### config.mk
export PLATFORM = sky130hd
export DESIGN_NAME = mem_access_responder
export DESIGN_NICKNAME = d
export VERILOG_FILES = /design/src/rtl/mem_access_responder_pkg.sv /design/src/rtl/mem_lane_align.sv /design/src/rtl/mem_access_responder.sv
export SDC_FILE = /design/constraint.sdc
export NUM_CORES = 1
export LEC_CHECK = 0
export ABC_AREA = 1
export BUFFER_PORTS_ARGS = -buffer_cell sky130_fd_sc_hd__buf_2
export CAP_MARGIN = 25
export CORE_MARGIN = 2
export CORE_UTILIZATION = 45
export CTS_CLUSTER_DIAMETER = 150
export DETAILED_ROUTE_END_ITERATION = 16
export PLACE_DENSITY = 0.74
export RECOVER_POWER = 25
export SYNTH_ARGS = -nofsm -noshare
export SYNTH_HDL_FRONTEND = slang
export SYNTH_SLANG_ARGS = --single-unit
### constraint.sdc
create_clock -name clk -period 3.3 [get_ports clk]
set_input_delay 0.33 -clock clk [delete_from_list [all_inputs] [get_ports clk]]
set_output_delay 0.33 -clock clk [all_outputs]
set_load 0.01 [all_outputs]
### src/rtl/mem_access_responder_pkg.sv
// Shared types and helpers for the MEM-stage load/store responder.
package mem_access_responder_pkg;

   typedef enum logic [1:0] {
      MAS_IDLE  = 2'd0,
      MAS_ISSUE = 2'd1,
      MAS_WAIT  = 2'd2,
      MAS_DONE  = 2'd3
   } mas_state_e;

   localparam logic [1:0] SIZE_BYTE = 2'd0;
   localparam logic [1:0] SIZE_HALF = 2'd1;
   localparam logic [1:0] SIZE_WORD = 2'd2;

   // True when the access size does not fit its address, or the size code is reserved.
   function automatic logic is_misaligned(input logic [1:0] size, input logic [1:0] addr_lo);
      logic bad;
      case (size)
         SIZE_BYTE: bad = 1'b0;
         SIZE_HALF: bad = addr_lo[0];
         SIZE_WORD: bad = (addr_lo != 2'b00);
         default:   bad = 1'b1;
      endcase
      return bad;
   endfunction

endpackage

### src/rtl/mem_lane_align.sv
// Combinational byte-lane steering for stores and lane extract/extend for loads.
module mem_lane_align
   import mem_access_responder_pkg::*;
(
   input  logic [1:0]  size,
   input  logic [1:0]  addr_lo,
   input  logic        load_unsigned,
   input  logic [31:0] store_data,
   input  logic [31:0] load_data,
   output logic        misaligned,
   output logic [3:0]  byte_en,
   output logic [31:0] lane_data,
   output logic [31:0] load_value
);

   logic [7:0]  byte_s;
   logic [15:0] half_s;

   assign misaligned = is_misaligned(size, addr_lo);

   // Replicate store data across lanes and pick the byte enables for the addressed lanes.
   always_comb begin
      byte_en   = 4'b0000;
      lane_data = store_data;
      case (size)
         SIZE_BYTE: begin
            byte_en   = 4'b0001 << addr_lo;
            lane_data = {4{store_data[7:0]}};
         end
         SIZE_HALF: begin
            byte_en   = addr_lo[1] ? 4'b1100 : 4'b0011;
            lane_data = {2{store_data[15:0]}};
         end
         SIZE_WORD: begin
            byte_en   = 4'b1111;
            lane_data = store_data;
         end
         default: begin
            byte_en   = 4'b0000;
            lane_data = store_data;
         end
      endcase
   end

   // Select the addressed byte/half of the read word and extend it to 32 bits.
   always_comb begin
      byte_s = load_data[7:0];
      case (addr_lo)
         2'd0:    byte_s = load_data[7:0];
         2'd1:    byte_s = load_data[15:8];
         2'd2:    byte_s = load_data[23:16];
         2'd3:    byte_s = load_data[31:24];
         default: byte_s = load_data[7:0];
      endcase
      half_s = addr_lo[1] ? load_data[31:16] : load_data[15:0];
      case (size)
         SIZE_BYTE: load_value = load_unsigned ? {24'h000000, byte_s} : {{24{byte_s[7]}}, byte_s};
         SIZE_HALF: load_value = load_unsigned ? {16'h0000, half_s} : {{16{half_s[15]}}, half_s};
         SIZE_WORD: load_value = load_data;
         default:   load_value = 32'h00000000;
      endcase
   end

endmodule

### src/rtl/mem_access_responder.sv
// MEM-stage responder: accepts one load/store request, drives the data RAM,
// and returns a single-cycle completion pulse with extended load data.
module mem_access_responder
   import mem_access_responder_pkg::*;
#(
   parameter int ADDR_W   = 16,
   parameter int READ_LAT = 1
)
(
   input  logic              clk,
   input  logic              reset_n,
   input  logic              req,
   input  logic              req_we,
   input  logic [1:0]        req_size,
   input  logic              req_unsigned,
   input  logic [ADDR_W-1:0] req_addr,
   input  logic [31:0]       req_wdata,
   output logic              busy,
   output logic              resp_done,
   output logic [31:0]       resp_rdata,
   output logic              resp_err,
   output logic              mem_en,
   output logic [3:0]        mem_we,
   output logic [ADDR_W-3:0] mem_addr,
   output logic [31:0]       mem_wdata,
   input  logic [31:0]       mem_rdata
);

   if (READ_LAT < 1 || READ_LAT > 7) begin : g_bad_read_lat
      $error("mem_access_responder: READ_LAT must be in 1..7");
   end

   localparam logic [2:0] LAT_M1 = 3'(READ_LAT - 1);

   mas_state_e        state_r, state_nxt_s;
   logic [2:0]        cnt_r, cnt_nxt_s;
   logic              we_r, unsigned_r;
   logic [1:0]        size_r, addr_lo_r;
   logic              latch_s;
   logic              busy_nxt_s, done_nxt_s, err_nxt_s, mem_en_nxt_s;
   logic [31:0]       rdata_nxt_s, mem_wdata_nxt_s;
   logic [3:0]        mem_we_nxt_s;
   logic [ADDR_W-3:0] mem_addr_nxt_s;

   logic [1:0]        al_size_s, al_addr_lo_s;
   logic              misaligned_s;
   logic [3:0]        byte_en_s;
   logic [31:0]       lane_data_s, load_value_s;

   // The aligner sees the live request while idle and the latched request afterwards.
   assign al_size_s    = (state_r == MAS_IDLE) ? req_size      : size_r;
   assign al_addr_lo_s = (state_r == MAS_IDLE) ? req_addr[1:0] : addr_lo_r;

   mem_lane_align u_align (
      .size          (al_size_s),
      .addr_lo       (al_addr_lo_s),
      .load_unsigned (unsigned_r),
      .store_data    (req_wdata),
      .load_data     (mem_rdata),
      .misaligned    (misaligned_s),
      .byte_en       (byte_en_s),
      .lane_data     (lane_data_s),
      .load_value    (load_value_s)
   );

   // Next-state and next-output logic; every output is registered below.
   always_comb begin
      state_nxt_s     = state_r;
      cnt_nxt_s       = cnt_r;
      latch_s         = 1'b0;
      busy_nxt_s      = busy;
      done_nxt_s      = 1'b0;
      rdata_nxt_s     = resp_rdata;
      err_nxt_s       = resp_err;
      mem_en_nxt_s    = 1'b0;
      mem_we_nxt_s    = 4'b0000;
      mem_addr_nxt_s  = mem_addr;
      mem_wdata_nxt_s = mem_wdata;
      case (state_r)
         MAS_IDLE: begin
            if (req) begin
               latch_s    = 1'b1;
               busy_nxt_s = 1'b1;
               if (misaligned_s) begin
                  state_nxt_s = MAS_DONE;
                  done_nxt_s  = 1'b1;
                  err_nxt_s   = 1'b1;
                  rdata_nxt_s = 32'h00000000;
               end else begin
                  state_nxt_s    = MAS_ISSUE;
                  mem_en_nxt_s   = 1'b1;
                  mem_addr_nxt_s = req_addr[ADDR_W-1:2];
                  if (req_we) begin
                     mem_we_nxt_s    = byte_en_s;
                     mem_wdata_nxt_s = lane_data_s;
                  end else begin
                     mem_we_nxt_s = 4'b0000;
                  end
               end
            end else begin
               busy_nxt_s = 1'b0;
            end
         end
         MAS_ISSUE: begin
            if (we_r) begin
               state_nxt_s = MAS_DONE;
               done_nxt_s  = 1'b1;
               err_nxt_s   = 1'b0;
            end else begin
               state_nxt_s = MAS_WAIT;
               cnt_nxt_s   = LAT_M1;
            end
         end
         MAS_WAIT: begin
            if (cnt_r == 3'd0) begin
               state_nxt_s = MAS_DONE;
               done_nxt_s  = 1'b1;
               err_nxt_s   = 1'b0;
               rdata_nxt_s = load_value_s;
            end else begin
               cnt_nxt_s = cnt_r - 3'd1;
            end
         end
         MAS_DONE: begin
            state_nxt_s = MAS_IDLE;
            busy_nxt_s  = 1'b0;
         end
         default: begin
            state_nxt_s = MAS_IDLE;
            busy_nxt_s  = 1'b0;
         end
      endcase
   end

   // State, counter and registered outputs with synchronous active-low reset.
   always_ff @(posedge clk) begin
      if (!reset_n) begin
         state_r    <= MAS_IDLE;
         cnt_r      <= 3'd0;
         busy       <= 1'b0;
         resp_done  <= 1'b0;
         resp_rdata <= 32'h00000000;
         resp_err   <= 1'b0;
         mem_en     <= 1'b0;
         mem_we     <= 4'b0000;
         mem_addr   <= '0;
         mem_wdata  <= 32'h00000000;
      end else begin
         state_r    <= state_nxt_s;
         cnt_r      <= cnt_nxt_s;
         busy       <= busy_nxt_s;
         resp_done  <= done_nxt_s;
         resp_rdata <= rdata_nxt_s;
         resp_err   <= err_nxt_s;
         mem_en     <= mem_en_nxt_s;
         mem_we     <= mem_we_nxt_s;
         mem_addr   <= mem_addr_nxt_s;
         mem_wdata  <= mem_wdata_nxt_s;
      end
   end

   // Capture the request attributes needed after the accepting edge.
   always_ff @(posedge clk) begin
      if (!reset_n) begin
         we_r       <= 1'b0;
         unsigned_r <= 1'b0;
         size_r     <= 2'b00;
         addr_lo_r  <= 2'b00;
      end else if (latch_s) begin
         we_r       <= req_we;
         unsigned_r <= req_unsigned;
         size_r     <= req_size;
         addr_lo_r  <= req_addr[1:0];
      end else begin
         we_r       <= we_r;
         unsigned_r <= unsigned_r;
         size_r     <= size_r;
         addr_lo_r  <= addr_lo_r;
      end
   end

endmodule

==> results.toml, run 1 <==
[die]
coreArea_sq_um = 10280
pin_count = 173
rows = 37
start_util_pct = 46.24
die_y_microns = 106.8
dieArea_sq_um = 11400
die_x_microns = 106.8

[power]
cell_internal_pwr_mw = 2.661
ir_worst_vdd_uv = 353.0
power_leakage_nw = 2.887
net-switching-power_mw = 2.496
clock_power_share_pct = 16.3
seqPwrFrac_pct = 30.3
switching_share_pct = 48.40
powerDensity_nw_per_um2 = 889.4
comb_power_share_pct = 53.3

[synthesis]
ys_warn_count = 0
syn_avg_cell_area_sq_um = 6.684
yosys.area_share.adder_pct = 1.580
synth-simple-area-share_pct = 31.23
synth_area_sq_um = 4752
ys_ff_latch = 97
synth_top_family_by_area = "simple AND/OR/NAND/NOR gates"
syn_inst = 711
seq_area_frac_synth_pct = 40.86
synth_fp_nets = 804
synth.distinct_cells = 29
synth_compound_area_share_pct = 17.40
synthXorXnorAreaFrac_pct = 0
synthMuxAreaShare_pct = 0

[sta]
finClkSkew_ns = 0.01546
hold_viol = 0
min_period_ns = 2.767
max_slew_margin_pct = 52.87
rsz0062_at_grt = "no"
clock.fmax_mhz = 361.4
tns_ns = 0
worstMarginPinSlew_ns = 0.7053
finalCritPeriodShare_pct = 83.84
final_max_slew_viol_count = 0
setup_viol = 0

[global_routing]
grt-ovfl-total = 0
grt_usage_pct = 23.20
grt_pass1_vias = 4493
grt_pass1_wl_microns = 21320
grt_max_degree = 55
antenna_found_initial = 0

[placement]
numPortBuffers = 172
placed_cells = 988
dpl.hpwl_microns = 9811
gp_congestion = 0.8577

[drt]
vias_per_cell = 5.012
remaining_drc_errors = 0
drtIter0Drc = 247
vias = 5032
final_antenna_net_count = 0
drt_pass1_iterations = 5
finalWirelength_microns = 13450
wire_per_inst_microns = 13.39

[critical_path]
end_kind = "register"
critPathCapture = "resp_rdata[27]$_SDFFE_PN0P_"
startpoint_type = "register"
path_max_fanout = 32
worstSetupPathType = "reg -> reg"
r2r-start = "state_r[0]$_SDFFE_PN0P_"
required_ns = 3.60
critPathLaunch = "state_r[0]$_SDFFE_PN0P_"
critPathArrivalTime_ns = 3.06
reg2reg_slack_ns = 0.53
worstRegToRegCells = 11
rr_endpoint = "resp_rdata[27]$_SDFFE_PN0P_"

[cells_and_area]
fillerInstances = 1075
finalNonFillerCells = 1004
layout_commonest_cell = "nand2_1"
fin_util_pct = 56.43
drive_gt1_share_pct = 19.93
antenna_cells = 0
finish.net_count = 956
layout_common_cells = "191 x nand2_1, 127 x buf_2, 111 x nor2_1, 97 x dfxtp_1, 70 x o21ai_0"
area_growth_pct = 22.04

[clock_network]
cts-root-buf = "clkbuf_8"
cts_tree = "done"
htreeDepth = 3
clkLatencyLatePin_ns = 0.37
cts_hold_buffers = 0
numCtsBuffers = 9
cts_setup_buffers = 0
clk_transition_reported_paths_ns = 0.11
clockBufferDepth = 2
cts_resized = 0
cts.sinks = 97

[run]
drv_cap = 0

[min_path]
holdCritPathClass = "in -> reg"

[outcome]
status = "complete, no violations"
## per-stage QoR
step | hold WS [ns] | power, mW | setup slack, ns | cell area, sq um
finish | 0.1768 | 5.158 | 0.5333 | 5799
global route | 0.1611 | 5.637 | 0.1824 | 5799
CTS | 0.1644 | 5.205 | 0.5315 | 5856
detailed placement | 0.4552 | 4.345 | 0.5400 | 5637
global placement | 0.4509 | 4.332 | 0.6155 | 5637
floorplan | 0.4399 | 3.676 | 1.397 | 4752
## power by group through the flow
stage / combinational, mW / sequential, mW / clock [mW]
4_1_cts: 2.78 / 1.56 / 0.867
3_3_place_gp: 2.75 / 1.58 / 0
6_report: 2.75 / 1.56 / 0.842
3_5_place_dp: 2.77 / 1.58 / 0
2_1_floorplan: 2.00 / 1.68 / 0
5_1_grt: 3.13 / 1.59 / 0.918
## how the worst min path moves through the flow
| stage | startpoint | end | slack, ns | cells past startpoint |
|---|---|---|---|---|
| after floorplan | cnt_r[0]$_SDFFE_PN0P_ | cnt_r[0]$_SDFFE_PN0P_ | 0.44 | 2 |
| after global placement | resp_rdata[22]$_SDFFE_PN0P_ | resp_rdata[22]$_SDFFE_PN0P_ | 0.45 | 2 |
| after detailed placement | resp_rdata[10]$_SDFFE_PN0P_ | resp_rdata[10]$_SDFFE_PN0P_ | 0.46 | 2 |
| after CTS | req_addr[9] | mem_addr[7]$_SDFFE_PN0P_ | 0.16 | 3 |
| after global routing | req_addr[5] | mem_addr[3]$_SDFFE_PN0P_ | 0.16 | 3 |
| final | req_addr[9] | mem_addr[7]$_SDFFE_PN0P_ | 0.18 | 3 |
## registers in the layout (all words and copies together) (netlist names)
name and flops:
mem_en 1, resp_err 1, resp_done 1, resp_rdata 32, state_r 2, busy 1, size_r 2, addr_lo_r 2
mem_wdata 32, cnt_r 3, mem_we 4, unsigned_r 1, mem_addr 14, we_r 1
## cells in the mapped netlist, drive strengths merged
cell / count / area, sq um
nand2: 201 / 784.5
nor2: 117 / 474.2
dfxtp: 97 / 1942
o21ai: 71 / 355.3
a21oi: 68 / 340.3
inv: 56 / 210.2
nand3: 32 / 177.7
buf: 26 / 161.4
clkbuf: 14 / 52.55
o211a: 8 / 80.08
ha: 6 / 75.07
nor3: 6 / 30.03
o21a: 3 / 22.52
a211oi: 1 / 7.510
a21boi: 1 / 7.510
a31oi: 1 / 6.260
nand3b: 1 / 11.26
nand4: 1 / 6.260
o211ai: 1 / 7.510
## per-layer routing
layer | track usage (%) | wire length (microns) | part of all wire (%)
met1 | 29.66 | 5868 | 44
met2 | 38.81 | 6348 | 47
met3 | 5.714 | 1004 | 7.5
met4 | 6.772 | 225 | 1.7
met5 | 0 | 0 | 0
## area by class of cell
class                   count  area [sq um]  share of cell area (%)
well taps                 136         170.2                   2.934
flip-flops and latches     97          1942                   33.48
clock inverters             7         95.09                   1.640
repair buffers            181         872.1                   15.04
multi-input cells         518          2386                   41.14
clock buffers               9         123.9                   2.136
inverters                  56         210.2                   3.625
## critical path: stages, from the launching register on
cell,delay [ns]
dfxtp_1,0.41
inv_1,0.08
ha_1,0.36
inv_2,0.19
nand2_1,0.07
nand2_1,0.32
o21ai_1,0.18
nand3_2,0.14
nand2_1,0.10
nor2_4,0.57
nand2_1,0.13
a21oi_1,0.15
## cell families (layout without fill, tap and decap cells)
family                     Yosys count  after routing
AOI/OAI and AO/OA                  154            154
adders and majority gates            6              6
buffers and inverters               96            253
DFF                                 97             97
and+or+nand+nor                    358            358
Power figures use the tool's default switching activity.
==> run 2, diff against run 1 <==
- clock period: 3.3 -> 2.7 ns (I/O delays scaled with it)
==> results.toml, run 2 (synthesis results as in run 1) <==
[outcome]
status = "complete, no violations"

[run]
drv_cap = 0

[clock_network]
cts-root-buf = "clkbuf_8"
clkLatencyLatePin_ns = 0.37
cts.sinks = 97
cts_tree = "done"
clockBufferDepth = 2
numCtsBuffers = 9
cts_hold_buffers = 0
clk_transition_reported_paths_ns = 0.09
htreeDepth = 3

[cells_and_area]
fin_util_pct = 57.06
layout_commonest_cell = "nand2_1"
layout_common_cells = "190 x nand2_1, 127 x buf_2, 111 x nor2_1, 97 x dfxtp_1, 69 x o21ai_0"
finish.net_count = 964
final_area_sq_um = 5864
antenna_cells = 0
reg_top3 = "mem_wdata: 32 flops, resp_rdata: 32 flops, mem_addr: 14 flops"
drive_gt1_share_pct = 20.78
area_growth_pct = 23.41

[drt]
final_antenna_net_count = 0
wire_per_inst_microns = 13.29
remaining_drc_errors = 0
vias = 5010
drtIter0Drc = 294
vias_per_cell = 4.951
drt_pass1_iterations = 6
finalWirelength_microns = 13450

[sta]
finClkSkew_ns = 0.01771
finalCritPeriodShare_pct = 84.57
max_slew_margin_pct = 50.19
setup_viol = 0
tns_ns = 0
min_period_ns = 2.283
hold_viol = 0
worstMarginPinSlew_ns = 0.7464
clock.fmax_mhz = 438.0
rsz0062_at_grt = "no"
final_max_slew_viol_count = 0

[die]
die_x_microns = 106.8
rows = 37
pin_count = 173
die_y_microns = 106.8
coreArea_sq_um = 10280
start_util_pct = 46.24
dieArea_sq_um = 11400

[power]
ir_worst_vdd_uv = 469.9
power_leakage_nw = 2.917
powerDensity_nw_per_um2 = 1086

[min_path]
holdCritPathClass = "in -> reg"

[critical_path]
cpPeakStageDelay_ns = 0.35
required_ns = 3.00
critPathArrivalTime_ns = 2.59
worstSetupPathType = "reg -> reg"
path_max_fanout = 29
cp_slowest_cell = "dfxtp_1"
path_cells = "inv_1 -> ha_2 -> inv_2 -> nand2_1 -> nand2_4 -> o21ai_1 -> nand2_2 -> nor2_4 -> buf_4 -> o21ai_0 -> a21oi_1"
end_kind = "register"
startpoint_type = "register"

[placement]
numPortBuffers = 172
placed_area_sq_um = 5694
gp_congestion = 0.8796
dpl.hpwl_microns = 9888

[global_routing]
antenna_found_initial = 0
grt_pass1_vias = 4525
grt_pass1_wl_microns = 21430
grt_max_degree = 54
grt-ovfl-total = 0
grt_usage_pct = 23.32
-- run 2: cell types whose count changed in the layout (fill, tap and decap cells not counted), moves of 2 or more --
cell / before / now
buf_12: 0 / 2
buf_4: 9 / 14
clkbuf_8: 9 / 12
clkinv_4: 2 / 0
inv_8: 2 / 0
-- run 2: metrics by stage --
stage                     std cells  hold slack [ns]  setup WS, ns  power (mW)
final                          1012           0.1246        0.4167       6.367
after global routing           1012           0.1289        0.1368       6.962
after CTS                      1010           0.1081        0.1282       6.359
after detailed placement        994           0.4529        0.1512       5.442
after global placement          994           0.4450        0.2335       5.432
after floorplan                 711           0.4049        0.7974       4.493
-- run 2: worst paths after layout --
check / startpoint / endpoint / slack, ns / cells past startpoint
max: state_r[1]$_SDFFE_PN0P_ / mem_wdata[28]$_SDFFE_PN0P_ / 0.42 / 11
min: req_addr[15] / mem_addr[13]$_SDFFE_PN0P_ / 0.12 / 3
max reg2reg: state_r[1]$_SDFFE_PN0P_ / mem_wdata[28]$_SDFFE_PN0P_ / 0.42 / 11
min reg2reg: resp_rdata[22]$_SDFFE_PN0P_ / resp_rdata[22]$_SDFFE_PN0P_ / 0.47 / 2
-- run 2: where the power goes --
group | internal [mW] | leakage (nW) | switching, mW
logic | 1.18 | 2.03 | 2.36
clock network | 0.413 | 0.0960 | 0.501
registers | 1.75 | 0.790 | 0.159
total | 3.35 | 2.92 | 3.02
-- run 2: critical path, delay by kind of cell (launching register included) --
family          cells  cell delay (ns)
compound gates      3             0.47
fa+ha+maj           1             0.34
buf+inv             3             0.52
flops               1             0.35
simple gates        4             0.54
-- run 2: per-layer routing --
| metal | GRT usage (%) | wire length [microns] | vias up |
|---|---|---|---|
| li1 | - | - | 2585 |
| met1 | 29.89 | 5865 | 2217 |
| met2 | 38.49 | 6245 | 187 |
| met3 | 4.620 | 1064 | 21 |
| met4 | 9.369 | 274 | 0 |
| met5 | 0 | 0 | - |
-- run 2: area by class of cell --
cell class                 count  area (sq um)
multi-input combinational    519          2402
clock buffer                  13         168.9
fill                        1080          4413
inverter                      56         210.2
timing repair buffer         188         949.7
sequential                    97          1942
clock inverter                 3         21.27
tap                          136         170.2
-- run 2: repair_timing --
action / 4_1_cts / 5_1_grt
setup buffers: 0 / 1
setup endpoints to repair: 0 / 35
resized for setup: 0 / 4
==> run 3, diff against run 2 <==
- PLACE_DENSITY: 0.74 -> 0.77
- clock period: 2.7 -> 2.1 ns (I/O delays scaled with it)
==> results.toml, run 3 (synthesis results as in run 1) <==
[die]
rows = 37
coreArea_sq_um = 10280
die_x_microns = 106.8
start_util_pct = 46.24
dieArea_sq_um = 11400
die_y_microns = 106.8
pin_count = 173

[critical_path]
critPathLaunch = "state_r[1]$_SDFFE_PN0P_"
worstSetupPathType = "reg -> reg"
required_ns = 2.40
r2r-start = "state_r[1]$_SDFFE_PN0P_"
path_max_fanout = 9
critPathArrivalTime_ns = 2.31
end_kind = "register"
startpoint_type = "register"
worstRegToRegCells = 14

[clock_network]
cts-root-buf = "clkbuf_8"
cts_hold_buffers = 0
clockBufferDepth = 2
clkLatencyLatePin_ns = 0.38
clk_transition_reported_paths_ns = 0.09
cts.sinks = 97
cts_tree = "done"
numCtsBuffers = 9
htreeDepth = 3

[min_path]
worstHoldPathCells = 3
holdCritPathClass = "in -> reg"
min_from = "req_addr[12]"

[drt]
drtIter0Drc = 247
drt_pass1_iterations = 4
remaining_drc_errors = 0
vias_per_cell = 5.012
wire_per_inst_microns = 13.43
vias = 5132
final_antenna_net_count = 0
finalWirelength_microns = 13750

[sta]
min_period_ns = 2.005
finClkSkew_ns = 0.01134
setup_viol = 0
final_max_slew_viol_count = 0
rsz0062_at_grt = "yes"
worstMarginPinSlew_ns = 0.5968
clock.fmax_mhz = 498.8
finalCritPeriodShare_pct = 95.47
hold_viol = 0
max_slew_margin_pct = 60.17

[power]
clock_power_share_pct = 13.5
power_leakage_nw = 2.991
net-switching-power_mw = 4.032
cell_internal_pwr_mw = 4.547
switching_share_pct = 47.00
powerDensity_nw_per_um2 = 1417
comb_power_share_pct = 57.9
ir_worst_vdd_uv = 545.8
seqPwrFrac_pct = 28.6

[cells_and_area]
layout_common_cells = "189 x nand2_1, 127 x buf_2, 107 x nor2_1, 97 x dfxtp_1, 69 x o21ai_0"
area_growth_pct = 27.44
antenna_cells = 0
final_area_sq_um = 6056
layout_commonest_cell = "nand2_1"
reg_top3 = "mem_wdata: 32 flops, resp_rdata: 32 flops, mem_addr: 14 flops"
fillerInstances = 1051
drive_gt1_share_pct = 22.86
finish.net_count = 977
fin_util_pct = 58.92

[global_routing]
grt-ovfl-total = 0
grt_max_degree = 54
antenna_found_initial = 0
grt_pass1_wl_microns = 22360
grt_pass1_vias = 4826
grt_usage_pct = 24.46

[outcome]
status = "complete, no violations"

[placement]
gp_congestion = 0.9039
numPortBuffers = 172
placed_area_sq_um = 5834
dpl.hpwl_microns = 10060

[run]
drv_cap = 0
run 3: changes by cell type in the layout (fill, tap and decap cells not counted), moves of 2 or more:
cell        previous run  this run
nand3_2                1         3
clkinvlp_4             1         3
nor2_1               111       107
nor2_2                 2         5
nand3_1               30        28
buf_12                 2         5
buf_4                 14        23
run 3: final timing paths:
| path | end | slack (ns) |
|---|---|---|
| hold / removal | mem_addr[10]$_SDFFE_PN0P_ | 0.05 |
| setup / recovery | resp_rdata[4]$_SDFFE_PN0P_ | 0.1 |
| setup reg to reg | resp_rdata[4]$_SDFFE_PN0P_ | 0.1 |
| hold reg to reg | cnt_r[0]$_SDFFE_PN0P_ | 0.47 |
run 3: per-layer routing:
| metal | wire length (microns) | track usage [%] | vias up |
|---|---|---|---|
| li1 | - | - | 2611 |
| met1 | 5984 | 30.92 | 2295 |
| met2 | 6382 | 39.76 | 202 |
| met3 | 1091 | 6.383 | 24 |
| met4 | 291 | 9.833 | 0 |
| met5 | 0 | 0 | - |
run 3: timing repair:
action / 4_1_cts / 5_1_grt
gates resized for setup: 1 / 18
endpoints found under the setup margin: 54 / 79
cloned: 0 / 2
setup buffers: 0 / 1
pin swaps: 0 / 1
run 3: critical path: stages (launching register included):
cell     delay (ns)
dfxtp_1        0.32
inv_1          0.10
ha_4           0.21
buf_4          0.13
nand2_1        0.06
nand2_2        0.15
inv_1          0.10
buf_4          0.16
nand2_1        0.15
nand2_2        0.12
nor2_1         0.13
nor2_1         0.07
nand2_1        0.06
nand2_1        0.05
a21oi_1        0.12
run 3: through the flow:
| step | setup TNS (ns) | hold slack [ns] | power (mW) | cells | setup WS [ns] |
|---|---|---|---|---|---|
| 6_report | 0 | 0.05360 | 8.579 | 1024 | 0.09517 |
| 5_1_grt | -0.02213 | 0.05740 | 9.381 | 1024 | -0.01179 |
| 4_1_cts | 0 | 0.04136 | 8.396 | 1021 | 0.03837 |
| 3_5_place_dp | -0.9067 | 0.4369 | 7.209 | 1006 | -0.06447 |
| 3_3_place_gp | 0 | 0.4313 | 7.167 | 1006 | 0.03915 |
| 2_1_floorplan | 0 | 0.3449 | 5.777 | 711 | 0.1974 |
run 3: power by group through the flow:
| stage | registers [mW] | clock network (mW) | logic (mW) |
|---|---|---|---|
| global placement | 2.48 | 0 | 4.69 |
| detailed placement | 2.48 | 0 | 4.73 |
| CTS | 2.45 | 1.18 | 4.77 |
| floorplan | 2.63 | 0 | 3.14 |
| global route | 2.50 | 1.26 | 5.62 |
| finish | 2.45 | 1.16 | 4.97 |
run 3: area by class of cell:
class / instances / area [sq um] / share of cell area, %
sequential: 97 / 1942 / 32.07
multi-input combinational: 519 / 2462 / 40.66
clock inverter: 3 / 25.02 / 0.4132
timing repair inverter: 1 / 7.507 / 0.1240
tap: 136 / 170.2 / 2.810
timing repair buffer: 200 / 1077 / 17.79
clock buffer: 12 / 155.1 / 2.562
inverter: 56 / 216.5 / 3.574
